**src/rtl/mem_arbiter_pkg.sv**
```systemverilog
// Shared types and constants for the unified-memory arbiter.
package mem_arb_pkg;

  // Who owns the response slot in the cycle after a grant.
  typedef enum logic [1:0] {
    OWN_NONE = 2'd0,
    OWN_IF   = 2'd1,
    OWN_D    = 2'd2
  } owner_t;

  localparam int          WORD_BYTES = 4;
  localparam int          WORD_SHIFT = $clog2(WORD_BYTES);
  localparam logic [3:0]  FETCH_BE   = 4'hF;

endpackage

```
**src/rtl/mem_arbiter_if.sv**
```systemverilog
// Bus bundle between core (fetch + LSU), arbiter and unified RAM.
interface mem_arbiter_if #(
  parameter int ADDR_W = 10
);
  // fetch port
  logic              if_req;
  logic [31:0]       if_addr;
  logic              if_gnt;
  logic              if_rvalid;
  logic [31:0]       if_rdata;
  // load/store port
  logic              d_req;
  logic              d_we;
  logic [3:0]        d_be;
  logic [31:0]       d_addr;
  logic [31:0]       d_wdata;
  logic              d_gnt;
  logic              d_rvalid;
  logic [31:0]       d_rdata;
  // memory macro port
  logic              mem_en;
  logic              mem_we;
  logic [3:0]        mem_be;
  logic [ADDR_W-1:0] mem_addr;
  logic [31:0]       mem_wdata;
  logic [31:0]       mem_rdata;

  // Arbiter view.
  modport slave (
    input  if_req, if_addr, d_req, d_we, d_be, d_addr, d_wdata, mem_rdata,
    output if_gnt, if_rvalid, if_rdata, d_gnt, d_rvalid, d_rdata,
           mem_en, mem_we, mem_be, mem_addr, mem_wdata
  );

  // Core + memory view.
  modport master (
    output if_req, if_addr, d_req, d_we, d_be, d_addr, d_wdata, mem_rdata,
    input  if_gnt, if_rvalid, if_rdata, d_gnt, d_rvalid, d_rdata,
           mem_en, mem_we, mem_be, mem_addr, mem_wdata
  );
endinterface

```
**src/rtl/mem_arbiter_starve_ctr.sv**
```systemverilog
// Counts consecutive denied fetch cycles; flags starvation at MAX_WAIT.
module arb_starve_ctr #(
  parameter int MAX_WAIT = 4
) (
  input  logic clk,
  input  logic n_rst,
  input  logic req,
  input  logic gnt,
  output logic starved
);
  localparam int            CW    = $clog2(MAX_WAIT + 1);
  localparam logic [CW-1:0] CMAX  = CW'(MAX_WAIT);

  logic [CW-1:0] r_cnt;

  // Saturating count of denied cycles; any grant or dropped request clears it.
  always_ff @(posedge clk) begin
    if (!n_rst)             r_cnt <= '0;
    else if (req && !gnt) begin
      if (r_cnt != CMAX)    r_cnt <= r_cnt + 1'b1;
    end else                r_cnt <= '0;
  end

  assign starved = (r_cnt == CMAX);

endmodule

```
**src/rtl/mem_arbiter.sv**
```systemverilog
// Single-port arbiter: data beats fetch unless fetch has starved MAX_WAIT cycles.
module mem_arbiter
  import mem_arb_pkg::*;
#(
  parameter int ADDR_W   = 10,
  parameter int MAX_WAIT = 4
) (
  input  logic          clk,
  input  logic          n_rst,
  mem_arbiter_if.slave  io_bus
);

  logic              w_starved;
  logic              w_if_gnt;
  logic              w_d_gnt;
  logic              w_mem_en;
  logic              w_mem_we;
  logic [3:0]        w_mem_be;
  logic [ADDR_W-1:0] w_mem_addr;
  logic [31:0]       w_mem_wdata;
  owner_t            r_owner;

  arb_starve_ctr #(.MAX_WAIT(MAX_WAIT)) u_starve (
    .clk     (clk),
    .n_rst   (n_rst),
    .req     (io_bus.if_req),
    .gnt     (w_if_gnt),
    .starved (w_starved)
  );

  // Priority: starved fetch > data > fetch; nothing is granted while in reset.
  always_comb begin
    w_if_gnt = n_rst && io_bus.if_req && (w_starved || !io_bus.d_req);
    w_d_gnt  = n_rst && io_bus.d_req  && !w_if_gnt;
  end

  // Winner drives the RAM this cycle; idle cycles drive all zeros.
  always_comb begin
    w_mem_en    = 1'b0;
    w_mem_we    = 1'b0;
    w_mem_be    = '0;
    w_mem_addr  = '0;
    w_mem_wdata = '0;
    if (w_if_gnt) begin
      w_mem_en   = 1'b1;
      w_mem_be   = FETCH_BE;
      w_mem_addr = io_bus.if_addr[ADDR_W+WORD_SHIFT-1:WORD_SHIFT];
    end else if (w_d_gnt) begin
      w_mem_en    = 1'b1;
      w_mem_we    = io_bus.d_we;
      w_mem_be    = io_bus.d_be;
      w_mem_addr  = io_bus.d_addr[ADDR_W+WORD_SHIFT-1:WORD_SHIFT];
      w_mem_wdata = io_bus.d_wdata;
    end
  end

  // Remember this cycle's winner so next cycle's RAM output goes to it.
  always_ff @(posedge clk) begin
    if (!n_rst)        r_owner <= OWN_NONE;
    else if (w_if_gnt) r_owner <= OWN_IF;
    else if (w_d_gnt)  r_owner <= OWN_D;
    else               r_owner <= OWN_NONE;
  end

  assign io_bus.if_gnt    = w_if_gnt;
  assign io_bus.d_gnt     = w_d_gnt;
  assign io_bus.mem_en    = w_mem_en;
  assign io_bus.mem_we    = w_mem_we;
  assign io_bus.mem_be    = w_mem_be;
  assign io_bus.mem_addr  = w_mem_addr;
  assign io_bus.mem_wdata = w_mem_wdata;
  // A response due in a cycle where reset is asserted is squashed.
  assign io_bus.if_rvalid = n_rst && (r_owner == OWN_IF);
  assign io_bus.d_rvalid  = n_rst && (r_owner == OWN_D);
  assign io_bus.if_rdata  = io_bus.mem_rdata;
  assign io_bus.d_rdata   = io_bus.mem_rdata;

  // Byte-offset and out-of-range address bits are deliberately ignored.
  logic w_unused_addr;
  assign w_unused_addr = ^{io_bus.if_addr[31:ADDR_W+WORD_SHIFT], io_bus.if_addr[WORD_SHIFT-1:0],
                           io_bus.d_addr[31:ADDR_W+WORD_SHIFT],  io_bus.d_addr[WORD_SHIFT-1:0]};

endmodule

```
**src/flat_wrapper.sv**
```systemverilog
// flat-port wrapper written by rule: the top's interface ports become plain ports
module mem_arbiter_flat import mem_arb_pkg::*;
#(
  parameter int ADDR_W   = 10,
  parameter int MAX_WAIT = 4
)
  (clk, n_rst, io_bus_if_req, io_bus_if_addr, io_bus_d_req, io_bus_d_we, io_bus_d_be, io_bus_d_addr, io_bus_d_wdata, io_bus_mem_rdata, io_bus_if_gnt, io_bus_if_rvalid, io_bus_if_rdata, io_bus_d_gnt, io_bus_d_rvalid, io_bus_d_rdata, io_bus_mem_en, io_bus_mem_we, io_bus_mem_be, io_bus_mem_addr, io_bus_mem_wdata);
  mem_arbiter_if #(.ADDR_W(ADDR_W)) io_bus_i ();
  input  logic clk;
  input  logic n_rst;
  input wire logic [$bits(io_bus_i.if_req)-1:0] io_bus_if_req;
  input wire logic [$bits(io_bus_i.if_addr)-1:0] io_bus_if_addr;
  input wire logic [$bits(io_bus_i.d_req)-1:0] io_bus_d_req;
  input wire logic [$bits(io_bus_i.d_we)-1:0] io_bus_d_we;
  input wire logic [$bits(io_bus_i.d_be)-1:0] io_bus_d_be;
  input wire logic [$bits(io_bus_i.d_addr)-1:0] io_bus_d_addr;
  input wire logic [$bits(io_bus_i.d_wdata)-1:0] io_bus_d_wdata;
  input wire logic [$bits(io_bus_i.mem_rdata)-1:0] io_bus_mem_rdata;
  output wire logic [$bits(io_bus_i.if_gnt)-1:0] io_bus_if_gnt;
  output wire logic [$bits(io_bus_i.if_rvalid)-1:0] io_bus_if_rvalid;
  output wire logic [$bits(io_bus_i.if_rdata)-1:0] io_bus_if_rdata;
  output wire logic [$bits(io_bus_i.d_gnt)-1:0] io_bus_d_gnt;
  output wire logic [$bits(io_bus_i.d_rvalid)-1:0] io_bus_d_rvalid;
  output wire logic [$bits(io_bus_i.d_rdata)-1:0] io_bus_d_rdata;
  output wire logic [$bits(io_bus_i.mem_en)-1:0] io_bus_mem_en;
  output wire logic [$bits(io_bus_i.mem_we)-1:0] io_bus_mem_we;
  output wire logic [$bits(io_bus_i.mem_be)-1:0] io_bus_mem_be;
  output wire logic [$bits(io_bus_i.mem_addr)-1:0] io_bus_mem_addr;
  output wire logic [$bits(io_bus_i.mem_wdata)-1:0] io_bus_mem_wdata;
  assign io_bus_i.if_req = io_bus_if_req;
  assign io_bus_i.if_addr = io_bus_if_addr;
  assign io_bus_i.d_req = io_bus_d_req;
  assign io_bus_i.d_we = io_bus_d_we;
  assign io_bus_i.d_be = io_bus_d_be;
  assign io_bus_i.d_addr = io_bus_d_addr;
  assign io_bus_i.d_wdata = io_bus_d_wdata;
  assign io_bus_i.mem_rdata = io_bus_mem_rdata;
  assign io_bus_if_gnt = io_bus_i.if_gnt;
  assign io_bus_if_rvalid = io_bus_i.if_rvalid;
  assign io_bus_if_rdata = io_bus_i.if_rdata;
  assign io_bus_d_gnt = io_bus_i.d_gnt;
  assign io_bus_d_rvalid = io_bus_i.d_rvalid;
  assign io_bus_d_rdata = io_bus_i.d_rdata;
  assign io_bus_mem_en = io_bus_i.mem_en;
  assign io_bus_mem_we = io_bus_i.mem_we;
  assign io_bus_mem_be = io_bus_i.mem_be;
  assign io_bus_mem_addr = io_bus_i.mem_addr;
  assign io_bus_mem_wdata = io_bus_i.mem_wdata;
  mem_arbiter #(.ADDR_W(ADDR_W), .MAX_WAIT(MAX_WAIT)) u_core (.clk(clk), .n_rst(n_rst), .io_bus(io_bus_i));
endmodule
```
**config.mk**
```make
export PLATFORM = sky130hd
export DESIGN_NAME = mem_arbiter_flat
export DESIGN_NICKNAME = d
export VERILOG_FILES = /design/src/rtl/mem_arbiter_pkg.sv /design/src/rtl/mem_arbiter_if.sv /design/src/rtl/mem_arbiter_starve_ctr.sv /design/src/rtl/mem_arbiter.sv /design/src/flat_wrapper.sv
export SDC_FILE = /design/constraint.sdc
export NUM_CORES = 1
export LEC_CHECK = 0
export BUFFER_PORTS_ARGS = -buffer_cell sky130_fd_sc_hd__buf_4
export CAP_MARGIN = 20
export CORE_AREA = 2 2 97 99
export CTS_CLUSTER_SIZE = 28
export DETAILED_ROUTE_END_ITERATION = 7
export DIE_AREA = 0 0 99 101
export GPL_TIMING_DRIVEN = 0
export SLEW_MARGIN = 5
export SYNTH_ARGS = -nofsm -noshare
export SYNTH_HDL_FRONTEND = slang
export SYNTH_SLANG_ARGS = --single-unit
```
**constraint.sdc**
```tcl
create_clock -name clk -period 1.9 [get_ports clk]
set_clock_uncertainty 0.2 [all_clocks]
set_input_delay 0.285 -clock clk [delete_from_list [all_inputs] [get_ports clk]]
set_output_delay 0.285 -clock clk [all_outputs]
set_load 0.02 [all_outputs]
```
==> Implementation_results.wiki <==
{| class="wikitable"
! Metric !! Value
|-
| Result of the run || complete, but fails checks
|-
| Failing checks || negative setup slack
|-
| Placement Setup Slack || -185 ps
|-
| Share of cells above drive strength 1 || 0.880
|-
| Highest attainable clock frequency || 496 MHz
|-
| Leakage component of the power || 1.64 nW
|-
| RePlAce Congestion || 0.730
|-
| Clock tree from TritonCTS || yes
|-
| Antenna violations before repair || 0
|-
| Sequential fraction of the synthesis area || 0.0897
|-
| Wire length reported by the detailed router || 4820 um
|-
| Sw Ratio || 0.348
|-
| Number of vias per cell || 3.53
|-
| Post-route setup slack || -115 ps
|-
| Number of global-route vias before repair || 1414
|-
| Cell type group with the largest total delay on the critical path || buffers and inverters
|-
| Largest fanout on the critical path || 10
|-
| Max-slew violation count || 0
|-
| Mapped Nets || 282
|-
| Core footprint || 8980 um^2
|-
| Number of cells produced by synthesis || 143
|-
| Post-Layout Inst Area || 3000 um^2
|-
| Switching component of the power || 0.357 mW
|-
| Pin count of the biggest net entering global routing || 11
|-
| Die Height || 101 um
|-
| Number of hold-slack violations in the final timing report || 0
|-
| Areal power density over the cells || 342 nW/um^2
|-
| Placement row count || 35
|-
| Buffer depth of the longest clock path || 2
|-
| Clock power frac || 0.196
|-
| I/O Buffers || 176
|-
| RSZ-0062 raised after global routing || true
|-
| Fill cell total of the finished layout || 917
|-
| Comb pwr share || 0.696
|-
| Final net count || 472
|-
| Endpoint class of the critical path || primary output
|-
| Max-capacitance violation count || 0
|-
| Ordered cell list for the critical path || inv_2, ha_4, a31oi_4, buf_12, buf_8, a22o_1, buf_6
|-
| Vias || 1563
|-
| Number of iterations in the first detailed-routing pass || 4
|-
| Overall Global Routing Usage || 0.0812
|-
| Final Critical Period || 2020 ps
|-
| Starting density of the core || 0.124
|-
| Number of setup violations in the final report || 46
|-
| Peak supply drop || 0.287 mV
|-
| Clock latency at the later pin of the worst-skew pair || 230 ps
|-
| Critical Path AT || 1530 ps
|-
| Number of I/O pins || 253
|-
| Wire length of the first global-routing pass || 6610 um
|-
| Avg WL per Cell || 10.9 um
|-
| Setup crit start kind || register
|-
| Half-perimeter wire length of the detailed placement result || 4010 um
|-
| CP Class || register to primary output
|-
| Tcrit/Tclk final || 1.06
|-
| Total clock sinks || 5
|-
| Area of the mapped netlist || 1120 um^2
|-
| Hold Path Class || primary input to register
|-
| Slew margin rel. || 0.816
|-
| Mean cell area of the mapped netlist || 7.80 um^2
|-
| Actual slew at the worst max-slew pin || 276 ps
|-
| Area used by sequential logic in the layout || 103 um^2
|-
| Number of antenna-violating nets in the routed design || 0
|-
| Area of the multi-input gates || 566 um^2
|-
| Chip width || 99 um
|-
| CTS clock-pin slew for the worst setup and hold paths || 40 ps
|-
| Total inserted antenna cells || 0
|-
| Post-cts hold buffer count || 0
|-
| Num CTS Buffers || 3
|-
| DR iter-0 viols || 16
|-
| Die outline area || 10000 um^2
|-
| Required arrival time at the worst endpoint || 1410 ps
|-
| Number of buffers and inverters on the critical path || 4
|-
| Number of H-tree branching levels || 1
|-
| Synth Register Bits || 5
|-
| Residual overflow from global routing || 0
|-
| Layout area overhead || 168%
|-
| DRC violation count after routing || 0
|-
| Sequential power share || 0.108
|-
| Number of synthesis warnings || 0
|-
| Placed inst area || 2580 um^2
|-
| Worst-path cell with the longest stage delay || sky130_fd_sc_hd__dfxtp_2
|-
| Cell at the root of the clock tree || sky130_fd_sc_hd__clkbuf_8
|-
| Unique cell type count in the Yosys netlist || 20
|-
| Internal power consumption || 0.668 mW
|-
| Critical path's largest stage delay || 310 ps
|}
-- worst paths after layout --
check,startpoint,endpoint,slack [ps],cells after the start
min reg2reg,u_core.u_starve.r_cnt[0],u_core.u_starve.r_cnt[0],310,2
max,u_core.u_starve.r_cnt[0],io_bus_mem_addr[5],-120,7
max reg2reg,u_core.u_starve.r_cnt[0],u_core.u_starve.r_cnt[1],600,5
min,io_bus_if_req,u_core.r_owner[1],120,2
-- cells in the final DEF, fill, tap and decap left out, drive strengths merged --
| master | n |
|---|---|
| a22o | 10 |
| o21a | 1 |
| and2 | 34 |
| a21o | 4 |
| a31oi | 2 |
| dfxtp | 5 |
| inv | 2 |
| and3b | 1 |
| clkbuf | 4 |
| and4 | 1 |
| nand2 | 4 |
| nor2 | 5 |
| a21boi | 1 |
| buf | 254 |
| ha | 2 |
| nor3b | 1 |
| mux2i | 1 |
-- area by class of cell --
class	instances	share of cell area
Multi-Input combinational cell	67	0.189
Inverter	2	0.00251
Buffer	69	0.180
Timing Repair Buffer	185	0.533
Tap cell	111	0.0463
Sequential cell	5	0.0342
Clock buffer	4	0.0150
-- power by group through the flow --
stage	registers, mW	clock network (mW)	logic [mW]
6_report	0.110	0.201	0.714
5_1_grt	0.111	0.216	0.753
4_1_cts	0.110	0.207	0.712
3_5_place_dp	0.112	0	0.633
3_3_place_gp	0.112	0	0.629
2_1_floorplan	0.112	0	0.337
-- through the flow --
stage / instances / hold WS [ps] / util / power, mW / setup TNS, ps
final: 443 / 122 / 0.334 / 1.03 / -3520
after detailed placement: 430 / 254 / 0.287 / 0.745 / -6360
after global placement: 430 / 239 / 0.287 / 0.741 / -5510
after CTS: 441 / 118 / 0.331 / 1.03 / -4610
after global routing: 443 / 147 / 0.334 / 1.08 / -7110
after floorplan: 143 / 196 / - / 0.448 / 0
-- registers in the layout, indices dropped and copies added, names as in the netlist --
register / count
u_core.r_owner: 2
u_core.u_starve.r_cnt: 3
-- timing repair --
| action | in CTS | in global routing |
|---|---|---|
| setup endpoints to repair | 49 | 49 |
| cloned | 3 | 0 |
| resized for setup | 86 | 5 |
| buffers inserted | 4 | 2 |
| pin swaps | 26 | 8 |
-- cells in the mapped netlist --
cell | instances | share of area
sky130_fd_sc_hd__a21boi_2 | 1 | 0.010
sky130_fd_sc_hd__a21o_1 | 4 | 0.027
sky130_fd_sc_hd__a22o_1 | 10 | 0.078
sky130_fd_sc_hd__a31oi_1 | 1 | 0.0056
sky130_fd_sc_hd__a31oi_4 | 1 | 0.019
sky130_fd_sc_hd__and2_1 | 34 | 0.19
sky130_fd_sc_hd__and3b_1 | 1 | 0.0078
sky130_fd_sc_hd__and4_1 | 1 | 0.0078
sky130_fd_sc_hd__buf_4 | 65 | 0.44
sky130_fd_sc_hd__buf_6 | 4 | 0.040
sky130_fd_sc_hd__dfxtp_1 | 5 | 0.090
sky130_fd_sc_hd__ha_1 | 2 | 0.022
sky130_fd_sc_hd__inv_1 | 2 | 0.0067
sky130_fd_sc_hd__mux2i_1 | 1 | 0.0090
sky130_fd_sc_hd__nand2_1 | 3 | 0.010
sky130_fd_sc_hd__nand2_2 | 1 | 0.0056
sky130_fd_sc_hd__nor2_1 | 4 | 0.013
sky130_fd_sc_hd__nor2_2 | 1 | 0.0056
sky130_fd_sc_hd__nor3b_1 | 1 | 0.0067
sky130_fd_sc_hd__o21a_1 | 1 | 0.0067
-- routing by layer --
| layer | track usage | part of all wire | vias to the layer above | wire (um) |
|---|---|---|---|---|
| met3 | 0.0153 | 0.095 | 2 | 458 |
| met2 | 0.167 | 0.57 | 100 | 2770 |
| met1 | 0.0870 | 0.33 | 686 | 1580 |
| li1 | - | - | 775 | - |
| met4 | 0.00948 | 0.0017 | 0 | 8 |
| met5 | 0 | 0 | - | 0 |
-- worst reg2reg max path, cell delays in order, from the launching register on --
cell and delay [ps]:
sky130_fd_sc_hd__dfxtp_2 320, sky130_fd_sc_hd__inv_2 50, sky130_fd_sc_hd__ha_4 170, sky130_fd_sc_hd__a21boi_4 170, sky130_fd_sc_hd__buf_4 140, sky130_fd_sc_hd__and4_1 180
-- kinds of logic after synthesis --
| group | share of synthesized area |
|---|---|
| buf+inv | 0.484 |
| mux | 0.00897 |
| compound gates | 0.147 |
| flops | 0.0897 |
| simple gates | 0.248 |
| fa+ha+maj | 0.0224 |
Power figures use the tool's default switching activity.
